`src/rtl/otter_mem_pkg.sv`:
```
// Shared memory-subsystem types for the posted writeback buffer.
// Line geometry, the buffer entry layout, the drain FSM state type and a
// small helper that extracts one memory word from a cache line.
package otter_mem_pkg;

  localparam int LINE_BITS   = 256;
  localparam int WORD_BITS   = 32;
  localparam int BEATS       = LINE_BITS / WORD_BITS;
  localparam int ADDR_BITS   = 32;
  localparam int OFFSET_BITS = $clog2(LINE_BITS / 8);
  localparam int TAG_BITS    = ADDR_BITS - OFFSET_BITS;
  localparam int BEAT_W      = $clog2(BEATS);

  typedef logic [LINE_BITS-1:0] line_t;
  typedef logic [TAG_BITS-1:0]  tag_t;

  typedef struct packed {
    logic  valid;
    tag_t  tag;
    line_t data;
  } wb_entry_t;

  typedef enum logic [1:0] {
    WB_IDLE,
    WB_BURST,
    WB_GAP
  } wb_state_t;

  // Word 0 of a line sits in the least significant bits.
  function automatic logic [WORD_BITS-1:0] line_word(input line_t line,
                                                     input logic [BEAT_W-1:0] beat);
    return line[int'(beat)*WORD_BITS +: WORD_BITS];
  endfunction

endpackage

```
`src/rtl/wb_match.sv`:
```
// Youngest-match priority selector for the writeback buffer lookup port.
// Every valid entry whose tag equals the lookup tag is a candidate; the one
// written most recently (closest behind the write pointer) wins.
module wb_match
  import otter_mem_pkg::*;
#(
  parameter int DEPTH = 4,
  localparam int PTR_W = $clog2(DEPTH)
) (
  input  logic [DEPTH-1:0] valid,
  input  tag_t             tags [DEPTH],
  input  tag_t             lookup_tag,
  input  logic [PTR_W-1:0] wr_ptr,
  output logic             hit,
  output logic [PTR_W-1:0] idx
);

  logic [DEPTH-1:0] match;
  logic [PTR_W-1:0] pos;

  for (genvar gi = 0; gi < DEPTH; gi++) begin : g_cmp
    assign match[gi] = valid[gi] && (tags[gi] == lookup_tag);
  end

  // Walk from oldest slot (wr_ptr - DEPTH) to youngest (wr_ptr - 1) so the
  // last match seen, i.e. the youngest, overrides older ones.
  always_comb begin
    hit = 1'b0;
    idx = wr_ptr;
    pos = '0;
    for (int k = DEPTH; k >= 1; k--) begin
      pos = wr_ptr - PTR_W'(k);
      if (match[pos]) begin
        hit = 1'b1;
        idx = pos;
      end
    end
  end

endmodule

```
`src/rtl/writeback_buffer.sv`:
```
// Posted writeback buffer between the data cache and single-port memory.
// Whole dirty lines are queued in FIFO order and drained as 32-bit beat
// bursts; a line-granular lookup port flags misses that hit a queued line.
// Build option: define WB_FORWARD_EN to expose lookup_data, the youngest
// matching queued line, so the cache can refill straight from the buffer.
module writeback_buffer
  import otter_mem_pkg::*;
#(
  parameter int DEPTH = 4
) (
  input  logic                   clk,
  input  logic                   rst_n,
  input  logic                   evict_valid,
  output logic                   evict_ready,
  input  logic [ADDR_BITS-1:0]   evict_addr,
  input  line_t                  evict_data,
  output logic                   mem_req,
  output logic [ADDR_BITS-1:0]   mem_addr,
  output logic [WORD_BITS-1:0]   mem_wdata,
  input  logic                   mem_beat_ack,
  input  logic [ADDR_BITS-1:0]   lookup_addr,
  output logic                   lookup_hit,
`ifdef WB_FORWARD_EN
  output line_t                  lookup_data,
`endif
  output logic [$clog2(DEPTH):0] count,
  output logic                   empty
);

  localparam int PTR_W = $clog2(DEPTH);
  localparam int CNT_W = PTR_W + 1;

  wb_entry_t             entries_reg [DEPTH];
  logic [PTR_W-1:0]      wr_ptr_reg;
  logic [PTR_W-1:0]      rd_ptr_reg;
  logic [CNT_W-1:0]      count_reg;
  wb_state_t             state_reg;
  wb_state_t             state_next;
  logic [BEAT_W-1:0]     beat_reg;
  logic [BEAT_W-1:0]     beat_next;
  line_t                 head_data_reg;
  logic [ADDR_BITS-1:0]  mem_addr_reg;
  logic [WORD_BITS-1:0]  mem_wdata_reg;

  logic                  push;
  logic                  pop;
  logic                  load_head;
  logic                  advance;

  logic [DEPTH-1:0]      valid_vec;
  tag_t                  tag_arr [DEPTH];
  tag_t                  lookup_tag;
  logic [PTR_W-1:0]      match_idx;

  // Offset bits inside a line never take part in matching or storage.
  logic                  unused_offset_bits;
  assign unused_offset_bits = ^{evict_addr[OFFSET_BITS-1:0], lookup_addr[OFFSET_BITS-1:0]};

  // Readiness comes from the registered count only, so a pop in the same
  // cycle cannot open a slot for a push when the buffer is full.
  assign evict_ready = (count_reg < CNT_W'(DEPTH));
  assign push        = evict_valid && evict_ready;
  assign count       = count_reg;
  assign empty       = (count_reg == '0);
  assign beat_next   = beat_reg + BEAT_W'(1);

  assign mem_req     = (state_reg == WB_BURST);
  assign mem_addr    = mem_addr_reg;
  assign mem_wdata   = mem_wdata_reg;

  // State register for the drain FSM.
  always_ff @(posedge clk or negedge rst_n) begin
    if (!rst_n) state_reg <= WB_IDLE;
    else        state_reg <= state_next;
  end

  // Drain sequencing: start a burst on a non-empty queue, step beats on
  // ack, pop on the final beat and force one idle gap cycle between bursts.
  always_comb begin
    state_next = state_reg;
    load_head  = 1'b0;
    advance    = 1'b0;
    pop        = 1'b0;
    case (state_reg)
      WB_IDLE: begin
        if (count_reg != '0) begin
          state_next = WB_BURST;
          load_head  = 1'b1;
        end
      end
      WB_BURST: begin
        if (mem_beat_ack) begin
          if (beat_reg == BEAT_W'(BEATS - 1)) begin
            pop        = 1'b1;
            state_next = WB_GAP;
          end else begin
            advance = 1'b1;
          end
        end
      end
      WB_GAP:  state_next = WB_IDLE;
      default: state_next = WB_IDLE;
    endcase
  end

  // Entry storage: write at the tail on push, invalidate the head on pop.
  // Push and pop never hit the same slot because a full buffer refuses pushes.
  always_ff @(posedge clk or negedge rst_n) begin
    if (!rst_n) begin
      for (int i = 0; i < DEPTH; i++) entries_reg[i] <= '0;
    end else begin
      if (pop) entries_reg[rd_ptr_reg].valid <= 1'b0;
      if (push) begin
        entries_reg[wr_ptr_reg] <= '{valid: 1'b1,
                                     tag:   evict_addr[ADDR_BITS-1:OFFSET_BITS],
                                     data:  evict_data};
      end
    end
  end

  // Pointers wrap naturally at DEPTH; count tells full from empty.
  always_ff @(posedge clk or negedge rst_n) begin
    if (!rst_n) begin
      wr_ptr_reg <= '0;
      rd_ptr_reg <= '0;
      count_reg  <= '0;
    end else begin
      if (push) wr_ptr_reg <= wr_ptr_reg + PTR_W'(1);
      if (pop)  rd_ptr_reg <= rd_ptr_reg + PTR_W'(1);
      count_reg <= count_reg + CNT_W'(push) - CNT_W'(pop);
    end
  end

  // Beat datapath: the head line is copied at burst start so address and
  // data stay stable until each beat is acknowledged.
  always_ff @(posedge clk or negedge rst_n) begin
    if (!rst_n) begin
      beat_reg      <= '0;
      head_data_reg <= '0;
      mem_addr_reg  <= '0;
      mem_wdata_reg <= '0;
    end else if (load_head) begin
      beat_reg      <= '0;
      head_data_reg <= entries_reg[rd_ptr_reg].data;
      mem_addr_reg  <= {entries_reg[rd_ptr_reg].tag, {OFFSET_BITS{1'b0}}};
      mem_wdata_reg <= line_word(entries_reg[rd_ptr_reg].data, '0);
    end else if (advance) begin
      beat_reg      <= beat_next;
      mem_addr_reg  <= mem_addr_reg + ADDR_BITS'(WORD_BITS / 8);
      mem_wdata_reg <= line_word(head_data_reg, beat_next);
    end
  end

  for (genvar gi = 0; gi < DEPTH; gi++) begin : g_entry_view
    assign valid_vec[gi] = entries_reg[gi].valid;
    assign tag_arr[gi]   = entries_reg[gi].tag;
  end

  assign lookup_tag = lookup_addr[ADDR_BITS-1:OFFSET_BITS];

  wb_match #(
    .DEPTH (DEPTH)
  ) u_match (
    .valid      (valid_vec),
    .tags       (tag_arr),
    .lookup_tag (lookup_tag),
    .wr_ptr     (wr_ptr_reg),
    .hit        (lookup_hit),
    .idx        (match_idx)
  );

`ifdef WB_FORWARD_EN
  assign lookup_data = entries_reg[match_idx].data;
`else
  logic unused_match_idx;
  assign unused_match_idx = ^match_idx;
`endif

endmodule
```
`config.mk`:
```
export PLATFORM = sky130hd
export DESIGN_NAME = writeback_buffer
export DESIGN_NICKNAME = d
export VERILOG_FILES = /design/src/rtl/otter_mem_pkg.sv /design/src/rtl/wb_match.sv /design/src/rtl/writeback_buffer.sv
export SDC_FILE = /design/constraint.sdc
export NUM_CORES = 2
export LEC_CHECK = 0
export BUFFER_PORTS_ARGS = -buffer_cell sky130_fd_sc_hd__buf_2
export CORE_ASPECT_RATIO = 0.8
export CORE_MARGIN = 8
export CORE_UTILIZATION = 60
export DETAILED_ROUTE_END_ITERATION = 10
export PLACE_DENSITY = 0.79
export SYNTH_ARGS = -nofsm -noshare
export SYNTH_HDL_FRONTEND = slang
export SYNTH_SLANG_ARGS = --single-unit
```
`constraint.sdc`:
```
create_clock -name clk -period 5.6 [get_ports clk]
set_input_delay 0.28 -clock clk [delete_from_list [all_inputs] [get_ports clk]]
set_output_delay 0.28 -clock clk [all_outputs]
set_load 0.02 [all_outputs]
```
# == Yosys cells after proc, flatten, opt, wreduce, memory -nomap -nowiden ==
# Index checks and enable logic that the tools add are counted.
# totals
latch_bits,0
inputBits,324
memories,0
ram_bits,0
reg_bits,1468
wordCells,103
romBits,0
# classes
n_reduce_logical,12
div,0
n_lt_le_gt_ge,9
multipliers,0
mux,41
eq_ne,9
shifts,1
addsub,9
bitwise,2
# ops
cell,count
1136-bit bitwise mux,2
1136-bit two-way mux,2
284-bit demux with 2-bit select,2
284-bit binary-select mux with 2-bit select,1
284-bit two-way mux,2
283-bit two-way mux,2
256-bit by 9-bit indexed part select with 32-bit output,1
32-bit two-way mux,4
27-bit == test,4
32-bit by 3-bit adder with 32-bit output (second input constant),1
1-bit two-way mux,16
2-bit by 3-bit < comparator with 1-bit output (second input constant),4
1-bit binary-select mux with 2-bit select,4
1-bit logical AND,7
3-bit greater-or-equal comparator (second input constant),2
3-bit by 1-bit < comparator with 1-bit output (second input constant),2
2-bit two-way mux,3
3-bit two-way mux,2
2-bit inverter with 3-bit output,2
2-bit by 1-bit adder with 2-bit output (second input constant),2
2-bit by 1-bit inequality test with 1-bit output (second input constant),2
2-bit case mux with 2 select lines,1
2-bit subtractor (second input constant),2
3-bit by 1-bit adder with 3-bit output,1
other kinds (12),12

# == Longest topological paths before layout ==
# depth
depth_word,9
mapped_depth,10

# == Hierarchy ==
# From an unflattened synthesis, not the netlist that was laid out.
# unflattened
hier_cells,4492
area_unflattened_um2,64861.0
# by_module_without_submodules
module,cells_each,seq_area_each_um2,instances,area_per_inst_um2
writeback_buffer,4323,36685.2,1,63452.1
wb_match,169,0.0,1,1408.9

# == Least setup slack after synthesis ==
# OpenSTA, ideal clock, no wires.
# synth_path
kind,reg-to-reg
startpoint,register beat_reg[0]
endpoint,register count_reg[2] (netlist: count[2])
required_time_ns,5.472
path_slack_ns,3.196
stages_incl_launch_ff,11
path_buffers,1
arrival_ns,2.276
synth_period_minus_slack_ns,2.404
cell_sequence,dfrtp_1 ha_1 ha_1 and3_1 clkbuf_1 ha_1 inv_1 ha_1 fa_1 xnor2_1 xnor2_1
# synth_via
elab_chain_len,5
# synth_rtl
element,line_no,text
start: declaration,writeback_buffer.sv:39,logic [BEAT_W-1:0] beat_reg;
start signal: assignment,writeback_buffer.sv:148,beat_reg <= beat_next;
3-bit == test,writeback_buffer.sv:93,if (beat_reg == BEAT_W'(BEATS - 1)) begin
1-bit two-way mux,writeback_buffer.sv:93,
1-bit two-way mux,writeback_buffer.sv:92,if (mem_beat_ack) begin
1-bit two-way mux,writeback_buffer.sv:84,case (state_reg)
via pop,writeback_buffer.sv:46,logic pop;
3-bit by 1-bit subtractor with 3-bit output,writeback_buffer.sv:130,count_reg <= count_reg + CNT_W'(push) - CNT_W'(pop);
end signal: assignment,writeback_buffer.sv:130,
end: declaration,writeback_buffer.sv:36,logic [CNT_W-1:0] count_reg;
# The timed path passes the listed nets, and every way through them passes these cells.
# A chain may end at the register's enable or synchronous reset.

# == Worst setup path in the final report ==
# layout_path
startpoint,register beat_reg[0]
endpoint,register mem_addr_reg[30] (netlist: mem_addr[30])
# layout_via
elab_chain_len,5
# layout_rtl
element,line_no,text
3-bit == test,writeback_buffer.sv:93,
1-bit two-way mux,writeback_buffer.sv:93,
1-bit two-way mux,writeback_buffer.sv:92,
1-bit two-way mux,writeback_buffer.sv:84,
2-bit nonzero test (no source line),n/a,
end signal: assignment,writeback_buffer.sv:145,"mem_addr_reg <= {entries_reg[rd_ptr_reg].tag, {OFFSET_BITS{1'b0}}};"
end signal: assignment,writeback_buffer.sv:149,mem_addr_reg <= mem_addr_reg + ADDR_BITS'(WORD_BITS / 8);
end: declaration,writeback_buffer.sv:42,logic [ADDR_BITS-1:0] mem_addr_reg;
# No other way between the ends.

==> impl_metrics.env <==
export IMPL_htreeDepth=4
export IMPL_dp_cells=6120
export IMPL_dp_hpwl_mm=112
export IMPL_grt_use_total_pct=29.0
export IMPL_skew_ns=0.0340
export IMPL_ys_flop_type="dfrtp_1"
export IMPL_synthCells=4559
export IMPL_routed_wl_mm=172
export IMPL_ys_ff_latch=1466
export IMPL_yosys_cell_types_count=49
export IMPL_syn2layout_area_growth_pct=16.5
export IMPL_peakVddDrop_uv=552
export IMPL_die_h_um=311
export IMPL_critical_path_max_fanout=36
export IMPL_port_buffers=382
export IMPL_die_area_um2=119000
export IMPL_slew_viol_final=0
export IMPL_power_frac_clock_pct=20.8
export IMPL_grt_pass1_wl_mm=267
export IMPL_cp_cell_sequence="ha_4 -> ha_2 -> and4bb_2 -> nand3_2 -> nor3b_4 -> a211oi_1 -> a311oi_1"
export IMPL_core_um2=108000
export IMPL_finalInstanceArea_um2=75800
export IMPL_crit_family="simple AND/OR/NAND/NOR gates"
export IMPL_cp_buffers_inverters=0
export IMPL_p_leak_nw=34.1
export IMPL_pre_cts_ws_ns=2.22
export IMPL_crit_required_ns=6.26
export IMPL_rows=108
export IMPL_setup_violations=0
export IMPL_drtIter0Drc=3579
export IMPL_cts_path_max_buffers=3
export IMPL_holdWs_ns=0.129
export IMPL_seq_area_frac_synth_pct=56.4
export IMPL_cts_root_buf="clkbuf_16"
export IMPL_regToRegEndpoint="mem_addr[30]"
export IMPL_syn_area_um2=65100
export IMPL_post_cts_setup_buffer_count=0
export IMPL_fin_cells=6694
export IMPL_total_power_mw=47.2
export IMPL_synth_top_cell_area_share_pct=56.4
export IMPL_cap_violations=0
export IMPL_grt_pass1_vias=43100
export IMPL_via_count=40600
export IMPL_ys_top_cells_by_count="dfrtp_1 (1,466), mux2_2 (1,162), nand2_1 (750)"
export IMPL_dr_pass1_iters=5
export IMPL_grt_ovfl_total=0
export IMPL_drcViolationCount=0
export IMPL_slowest_stage="and4bb_2"
export IMPL_synthArstFlopShare_pct=100
export IMPL_p_seq_share_pct=40.6
export IMPL_drive_gt1_share_pct=41.3
export IMPL_vias_per_cell=6.07
export IMPL_tns_ns=0
export IMPL_hold_viol=0
export IMPL_worstSetupPathType="reg2reg"
export IMPL_cts_sinks=1466
export IMPL_largest_reg_flops=1136
export IMPL_fin_nets=5460
export IMPL_reg2reg_depth=7
export IMPL_r2r_slack_ns=2.19
export IMPL_powerDensity_nw_per_um2=623
export IMPL_wire_per_inst_um=25.7
export IMPL_relSlewSlack_pct=15.3
export IMPL_synth_edf_count=0
export IMPL_intPower_mw=30.9
export IMPL_ys_top_cells_by_area="dfrtp_1 (56%), mux2_2 (20%), mux4_2 (11%)"
export IMPL_yosysTopAreaCell="dfrtp_1"
export IMPL_clkTransAtPathRegs_ns=0.06
export IMPL_synth_most_common_cell="dfrtp_1"
export IMPL_hold_class="in2async"
export IMPL_yosysWarnings=0
export IMPL_antenna_left=0
export IMPL_tightest_slew_ns=1.27
export IMPL_cts_buffers=145
export IMPL_fin_crit_sh_pct=60.9
export IMPL_pwr_share_comb_pct=38.6
export IMPL_pin_count=395
export IMPL_fin_ws_ns=2.19
export IMPL_place_congestion=0.844
export IMPL_worst_setup_path_start_kind="register"
export IMPL_finalCoreUtilization_pct=70.2
export IMPL_grt_max_degree=205
export IMPL_rsz0062_at_grt="false"
export IMPL_start_util_pct=60.3
export IMPL_r2r_start="beat_reg[0]"
export IMPL_fmax_ghz=0.293
export IMPL_synth_area_per_cell_um2=14.3
export IMPL_switching_power_mw=16.3
export IMPL_critPathCaptureType="register"
export IMPL_placed_area_um2=68100
export IMPL_status="completed"
export IMPL_antenna_found_initial=47
export IMPL_fp_dieW_um=384
export IMPL_worstPathArrival_ns=4.07
export IMPL_clk_latency_ns=0.78
export IMPL_max_stage_delay_ns=0.93
export IMPL_swShare_pct=34.5
export IMPL_period_needed_ns=3.41
export IMPL_cts_tree="built"
cells by family (layout without fill, tap and decap cells):
family                     Yosys count  after routing  synth area share [%]
muxes                             1513           1513                  31.6
DFF                               1466           1466                  56.4
and+or+nand+nor                    921            921                  5.94
buffers and inverters              322            994                  2.32
AOI/OAI and AO/OA                  197            197                  1.82
xor gates and xnor gates           125            125                  1.68
adders and majority gates           14             14                 0.281
other                                1             34               0.00576
how the worst max path moves through the flow:
stage / startpoint / to / cells after the start
final: beat_reg[0] / mem_addr[30] / 7
after global routing: beat_reg[0] / mem_addr[30] / 7
after CTS: beat_reg[0] / mem_addr[30] / 7
after detailed placement: beat_reg[0] / mem_addr[30] / 7
after global placement: beat_reg[0] / mem_wdata[4] / 6
after floorplan: beat_reg[0] / count[2] / 10
placed cells by master, fill, tap and decap left out, drive strengths merged, types with 2 or more instances in the layout:
| master | instances |
|---|---|
| dfrtp | 1466 |
| mux2 | 1162 |
| nand2 | 750 |
| buf | 440 |
| mux4 | 317 |
| dlygate4sd3 | 285 |
| clkbuf | 220 |
| o21ai | 76 |
| xnor2 | 74 |
| xor2 | 51 |
| nor2 | 50 |
| a211oi | 39 |
| mux2i | 34 |
| a21oi | 34 |
| diode | 32 |
| nor2b | 32 |
| o22ai | 30 |
| nand4 | 25 |
| nor4 | 23 |
| clkinv | 21 |
| inv | 18 |
| ha | 13 |
| nand3 | 9 |
| and4 | 8 |
| nor3 | 8 |
| a311oi | 7 |
| bufinv | 7 |
| and3 | 5 |
| and2 | 4 |
| a22o | 3 |
| a21o | 3 |
| o211ai | 3 |
| clkinvlp | 3 |
| o311ai | 2 |
| conb | 2 |
| or3 | 2 |
power groups by stage:
stage / Combinational [mW] / Sequential [mW] / Clock, mW
floorplan: 13.3 / 18.1 / 0
global placement: 17.4 / 18.8 / 0
detailed placement: 17.9 / 19.2 / 0
CTS: 18.3 / 19.1 / 9.93
global route: 19.5 / 19.8 / 10.4
finish: 18.3 / 19.2 / 9.80
repair_timing:
action | CTS | global route
hold buffers | 285 | 0
resized for setup | 0 | 0
hold endpoints to repair | 1241 | 0
layer usage:
metal  track usage (%)  part of all wire (%)  wire length (µm)  vias up
li1                  -                     -                 -    17500
met1              40.8                    42             72200    21600
met2              45.1                    48             82000     1227
met3              7.48                   7.8             13400      286
met4              8.79                   2.6              4490       24
met5                 0                 0.086               149        -
final cells by class:
type	count	area (µm²)
Antenna cell	32	80.1
Clock buffer	220	4270
Clock inverter	37	479
Fill cell	7119	32100
Inverter	12	45.0
Multi-Input combinational cell	2772	27000
Sequential cell	1466	36700
Tap cell	1430	1790
Timing Repair Buffer	725	5500
Note: power is estimated with default switching activity, not from simulation.
